--- src/rtl/aes_round_ctrl_if.sv ---
// aes_round_ctrl_if: request, key-schedule and result handshake bundle for aes_round_ctrl
interface aes_round_ctrl_if;
    logic       in_valid;
    logic       in_ready;
    logic [1:0] key_len;
    logic       key_valid;
    logic       ld_state;
    logic       round_en;
    logic       mix_bypass;
    logic [3:0] round_idx;
    logic       out_valid;
    logic       out_ready;
    logic       busy;
    logic       err;
    modport master (
        output in_valid, key_len, key_valid, out_ready,
        input  in_ready, ld_state, round_en, mix_bypass, round_idx, out_valid, busy, err
    );
    modport slave (
        input  in_valid, key_len, key_valid, out_ready,
        output in_ready, ld_state, round_en, mix_bypass, round_idx, out_valid, busy, err
    );
endinterface

--- src/rtl/aes_round_ctrl.sv ---
// aes_round_ctrl: AES round sequencer (IDLE/ROUND/DONE) driving the round datapath.
// Define AES_CTRL_ABORT_EN to add an abort input that cancels a block in flight.
module aes_round_ctrl #(
    parameter bit SUPPORT_256 = 1'b1
) (
    input logic clk,
    input logic reset,
`ifdef AES_CTRL_ABORT_EN
    input logic abort,
`endif
    aes_round_ctrl_if.slave bus
);
    typedef enum logic [1:0] {IDLE, ROUND, DONE} state_t;
    state_t     state, state_nx;
    logic [3:0] idx, idx_nx, nr, nr_nx;
    logic       key_ok, abort_w;
`ifdef AES_CTRL_ABORT_EN
    assign abort_w = abort;
`else
    assign abort_w = 1'b0;
`endif
    assign key_ok         = (bus.key_len == 2'b00) || (bus.key_len == 2'b01) || (bus.key_len == 2'b10 && SUPPORT_256);
    assign bus.in_ready   = state == IDLE && !reset;
    assign bus.ld_state   = bus.in_ready && bus.in_valid && key_ok && bus.key_valid;
    assign bus.err        = bus.in_ready && bus.in_valid && !key_ok;
    assign bus.round_en   = state == ROUND && bus.key_valid;
    assign bus.mix_bypass = bus.round_en && idx == nr;
    assign bus.out_valid  = state == DONE;
    assign bus.busy       = state != IDLE;
    assign bus.round_idx  = idx;
    // Abort outranks round progress and the output handshake
    always_comb begin
        state_nx = state;
        idx_nx   = idx;
        nr_nx    = nr;
        if (bus.ld_state) begin
            state_nx = ROUND;
            idx_nx   = 4'd1;
            nr_nx    = 4'd10 + {1'b0, bus.key_len, 1'b0};
        end else if (abort_w && state != IDLE) begin
            state_nx = IDLE;
            idx_nx   = 4'd0;
        end else if (bus.mix_bypass) begin
            state_nx = DONE;
        end else if (bus.round_en) begin
            idx_nx = idx + 4'd1;
        end else if (bus.out_valid && bus.out_ready) begin
            state_nx = IDLE;
            idx_nx   = 4'd0;
        end
    end
    always_ff @(posedge clk) begin
        if (reset) begin
            state <= IDLE;
            idx   <= 4'd0;
            nr    <= 4'd10;
        end else begin
            state <= state_nx;
            idx   <= idx_nx;
            nr    <= nr_nx;
        end
    end
endmodule

--- src/flat_wrapper.sv ---
// flat-port wrapper written by rule: the top's interface ports become plain ports
module aes_round_ctrl_flat 
#(
    parameter bit SUPPORT_256 = 1'b1
)
  (clk, reset, bus_in_valid, bus_key_len, bus_key_valid, bus_out_ready, bus_in_ready, bus_ld_state, bus_round_en, bus_mix_bypass, bus_round_idx, bus_out_valid, bus_busy, bus_err);
  aes_round_ctrl_if bus_i ();
  input logic clk;
  input logic reset;
  input wire logic [$bits(bus_i.in_valid)-1:0] bus_in_valid;
  input wire logic [$bits(bus_i.key_len)-1:0] bus_key_len;
  input wire logic [$bits(bus_i.key_valid)-1:0] bus_key_valid;
  input wire logic [$bits(bus_i.out_ready)-1:0] bus_out_ready;
  output wire logic [$bits(bus_i.in_ready)-1:0] bus_in_ready;
  output wire logic [$bits(bus_i.ld_state)-1:0] bus_ld_state;
  output wire logic [$bits(bus_i.round_en)-1:0] bus_round_en;
  output wire logic [$bits(bus_i.mix_bypass)-1:0] bus_mix_bypass;
  output wire logic [$bits(bus_i.round_idx)-1:0] bus_round_idx;
  output wire logic [$bits(bus_i.out_valid)-1:0] bus_out_valid;
  output wire logic [$bits(bus_i.busy)-1:0] bus_busy;
  output wire logic [$bits(bus_i.err)-1:0] bus_err;
  assign bus_i.in_valid = bus_in_valid;
  assign bus_i.key_len = bus_key_len;
  assign bus_i.key_valid = bus_key_valid;
  assign bus_i.out_ready = bus_out_ready;
  assign bus_in_ready = bus_i.in_ready;
  assign bus_ld_state = bus_i.ld_state;
  assign bus_round_en = bus_i.round_en;
  assign bus_mix_bypass = bus_i.mix_bypass;
  assign bus_round_idx = bus_i.round_idx;
  assign bus_out_valid = bus_i.out_valid;
  assign bus_busy = bus_i.busy;
  assign bus_err = bus_i.err;
  aes_round_ctrl #(.SUPPORT_256(SUPPORT_256)) u_core (.clk(clk), .reset(reset), .bus(bus_i));
endmodule
--- config.mk ---
export PLATFORM = sky130hd
export DESIGN_NAME = aes_round_ctrl_flat
export DESIGN_NICKNAME = d
export VERILOG_FILES = /design/src/rtl/aes_round_ctrl_if.sv /design/src/rtl/aes_round_ctrl.sv /design/src/flat_wrapper.sv
export SDC_FILE = /design/constraint.sdc
export NUM_CORES = 1
export LEC_CHECK = 0
export CAP_MARGIN = 40
export CORE_MARGIN = 4
export CORE_UTILIZATION = 37
export DETAILED_ROUTE_END_ITERATION = 8
export GPL_TIMING_DRIVEN = 0
export MAX_ROUTING_LAYER = met4
export PLACE_DENSITY_LB_ADDON = 0.08
export SKIP_CTS_REPAIR_TIMING = 1
export SLEW_MARGIN = 20
export SYNTH_ARGS = -nofsm -noshare
export SYNTH_HDL_FRONTEND = slang
export SYNTH_SLANG_ARGS = --single-unit
--- constraint.sdc ---
create_clock -name clk -period 1.36 [get_ports clk]
set_input_delay 0.204 -clock clk [delete_from_list [all_inputs] [get_ports clk]]
set_output_delay 0.204 -clock clk [all_outputs]
set_load 0.01 [all_outputs]
==> impl_results.md <==
* Status: finished, violations left
* Failing checks: negative setup slack
* Worst slack, placed at -0.729 ns
* Antenna violations before repair at 0
* Clk Latency, worst-skew pair at between 0.2 and 0.3 ns
* Drt drc at 0
* Int Power at 446 uW
* Hold_ws at 0.319 ns
* Worst path cell trace: xor2_2 > nor4_4 > nand2_1 > inv_1 > buf_2
* Core area at between 0.001 and 0.0015 mm2
* Crit Path Category: register to output pin
* Commonest non-fill, non-tap cell in the layout: dlymetal6s2s_1
* Gpl congestion at 0.733
* Crit path max-delay family: simple AND/OR/NAND/NOR gates
* Clk root buf: clkbuf_4
* Lkg Pwr at between 0.0005 and 0.0006 uW
* Effective utilization at floorplan at 38.9%
* Vias per cell at 4.98
* Hold Crit Class: input port to register
* ANT cells at 0
* Period utilization at 120%
* RSZ-0062 raised after global routing: true
* Sequential area share after synthesis at 35.6%
* Max-slew violations at 0
* Overflow after GRT at 0
* Worst vdd ir at about 0.6 mV
* Die Area at around 0.0020 mm2
* Row count at 13
* Gate Count Post-Synth at 53
* Largest net degree at the start of global routing at 10
* Switching power at 151 uW
* Post-layout nets at 93
* Flop pwr share at 47.6%
* Worst slew margin at 79.8%
* Switching Share at 25.2%
* Die Y at 45.0 um
* Clk pin slew, worst setup/hold paths at 0.06 ns
* Slowest CP cell: dfxtp_2
* # port buffers at 17
* Global-route wire length before repair at 1.61 mm
* Post-synth ARST share at 0%
* Number of global-route vias before repair at 378
* Final wirelength at 1.23 mm
* Layout cell share with drive strength beyond 1 at 47.6%
* Hold path depth at 2
* Clock skew at 0.00297 ns
* CP bufs+invs at 2
* Crit Path Max Fanout at 3
* CTS Buf Count at 3
* P&R area growth vs syn at 76.0%
* CTS tree: yes
* Die width at around 45 um
* Initial drt markers at 8
* Dpl cell area at 696 um2
* Required @ worst endpoint at 1.16 ns
* Critical path endpoint category: output pin
* Yosys warns at 0
* I/O Pins at 18
* Fin worst setup slack at -0.272 ns
* Synth Area per Inst at 9.56 um2
* Final Hold Vio Count at 0
* Startpoint types: register
* WL per Instance at approximately 13 um
* Max Cap Violations at 0
* Crit. path cell count at 5
* Max incr delay on CP at between 0.3 and 0.4 ns
* ANT nets after route at 0
* WP data arrival at approximately 1.4 ns
* Clock power share at 33.6%
* Final instance area at 892 um2
* DP HPWL at about 800 um
* Highest Clock Rate at 0.613 GHz
* Synth Cell Area at 507 um2
* Vias post-DR at slightly below 500
* Power Density at ~670 mW/mm2
* Clk sinks at 9
* Bufs on Longest Clock Path at 2
* Flops & latches, synth at 9
* First-pass DRT Iterations at 4
* Post-synth EDFFs at 0
* Fill cells at around 100
* Final Core Density at 68.6%
* Combinational Power Share at around a fifth
* Synth unique cells at 29
* Worst R2R Path Depth at 6
* GRT Total Usage at 11.9%
* Final setup fails at 4
* Prevailing post-synth register cell: dfxtp_1
* Slew @ Worst Pin at slightly above 0.3 ns
* Commonest cells after routing, fill and taps aside: dlymetal6s2s_1, buf_4, buf_6, dfxtp_4
* Final Critical Period at 1.63 ns
* CTS H-Tree Depth at 1
* Post-Syn Nets at 63
[state kept, by name (all words and copies together) (netlist names)]
signal / flops
u_core.state: 2
u_core.bus.round_idx: 4
u_core.nr: 3
[final cells by class]
cell class	count	area [um2]	area share, %
multi-input cells	41	372	41.7
repair buffers	25	262	29.3
flip-flops and latches	9	203	22.7
clock buffers	4	26.3	2.95
well taps	15	18.8	2.10
inverters	3	11.3	1.26
[Yosys cell counts, types with 2 or more instances]
library cell,n,area share [%]
a211o_1,2,3.5
a21oi_1,2,2.0
dfxtp_1,9,36
ha_1,3,7.4
inv_1,2,1.5
nand2_1,4,3.0
nand2b_1,2,2.5
nor2_1,4,3.0
o21ai_0,2,2.0
xor2_1,4,6.9
[path summary, 6_finish.rpt]
path | start | end | slack (ns)
min | reset | u_core.nr[2]$_SDFFE_PP0P_ | 0.32
max | u_core.nr[3]$_SDFFE_PP1P_ | bus_mix_bypass | -0.27
min reg2reg | u_core.nr[3]$_SDFFE_PP1P_ | u_core.nr[3]$_SDFFE_PP1P_ | 0.50
max reg2reg | u_core.bus.round_idx[2]$_SDFFE_PP0P_ | u_core.bus.round_idx[2]$_SDFFE_PP0P_ | -0.09
[worst register-to-register path, stage by stage (launching register included)]
cell,delay [ns]
dfxtp_4,0.38
xor2_2,0.18
nor4_4,0.07
buf_4,0.15
buf_6,0.11
or3_1,0.31
a211oi_2,0.17
[logic make-up after synthesis]
kind of cell / share of synthesized area, %
compound gates: 15.3
xor+xnor: 6.91
fa+ha+maj: 7.41
buf+inv: 2.22
flops: 35.6
mux: 1.98
simple gates: 30.6
[metal layers]
metal	share of wire, %	up-vias	track usage (%)
met5	0	-	-
met4	0.97	0	5.26
met3	6.0	2	7.17
met2	48	10	16.7
met1	45	225	13.4
li1	-	246	-
[through the flow]
stage	instances	total power (uW)	setup TNS [ns]
5_1_grt	97	641	-0.960
2_1_floorplan	53	332	0
4_1_cts	89	590	-4.23
3_3_place_gp	85	384	-5.14
6_report	97	597	-0.522
3_5_place_dp	85	384	-5.15
[power by group through the flow]
stage          Clock, uW  Sequential, uW  Combinational, uW
6_report             201             284                112
3_3_place_gp           0             291               93.4
5_1_grt              233             285                123
4_1_cts              212             285               93.3
3_5_place_dp           0             291               93.1
2_1_floorplan          0             290               42.1
No activity file was read; power rests on OpenSTA's default activity.
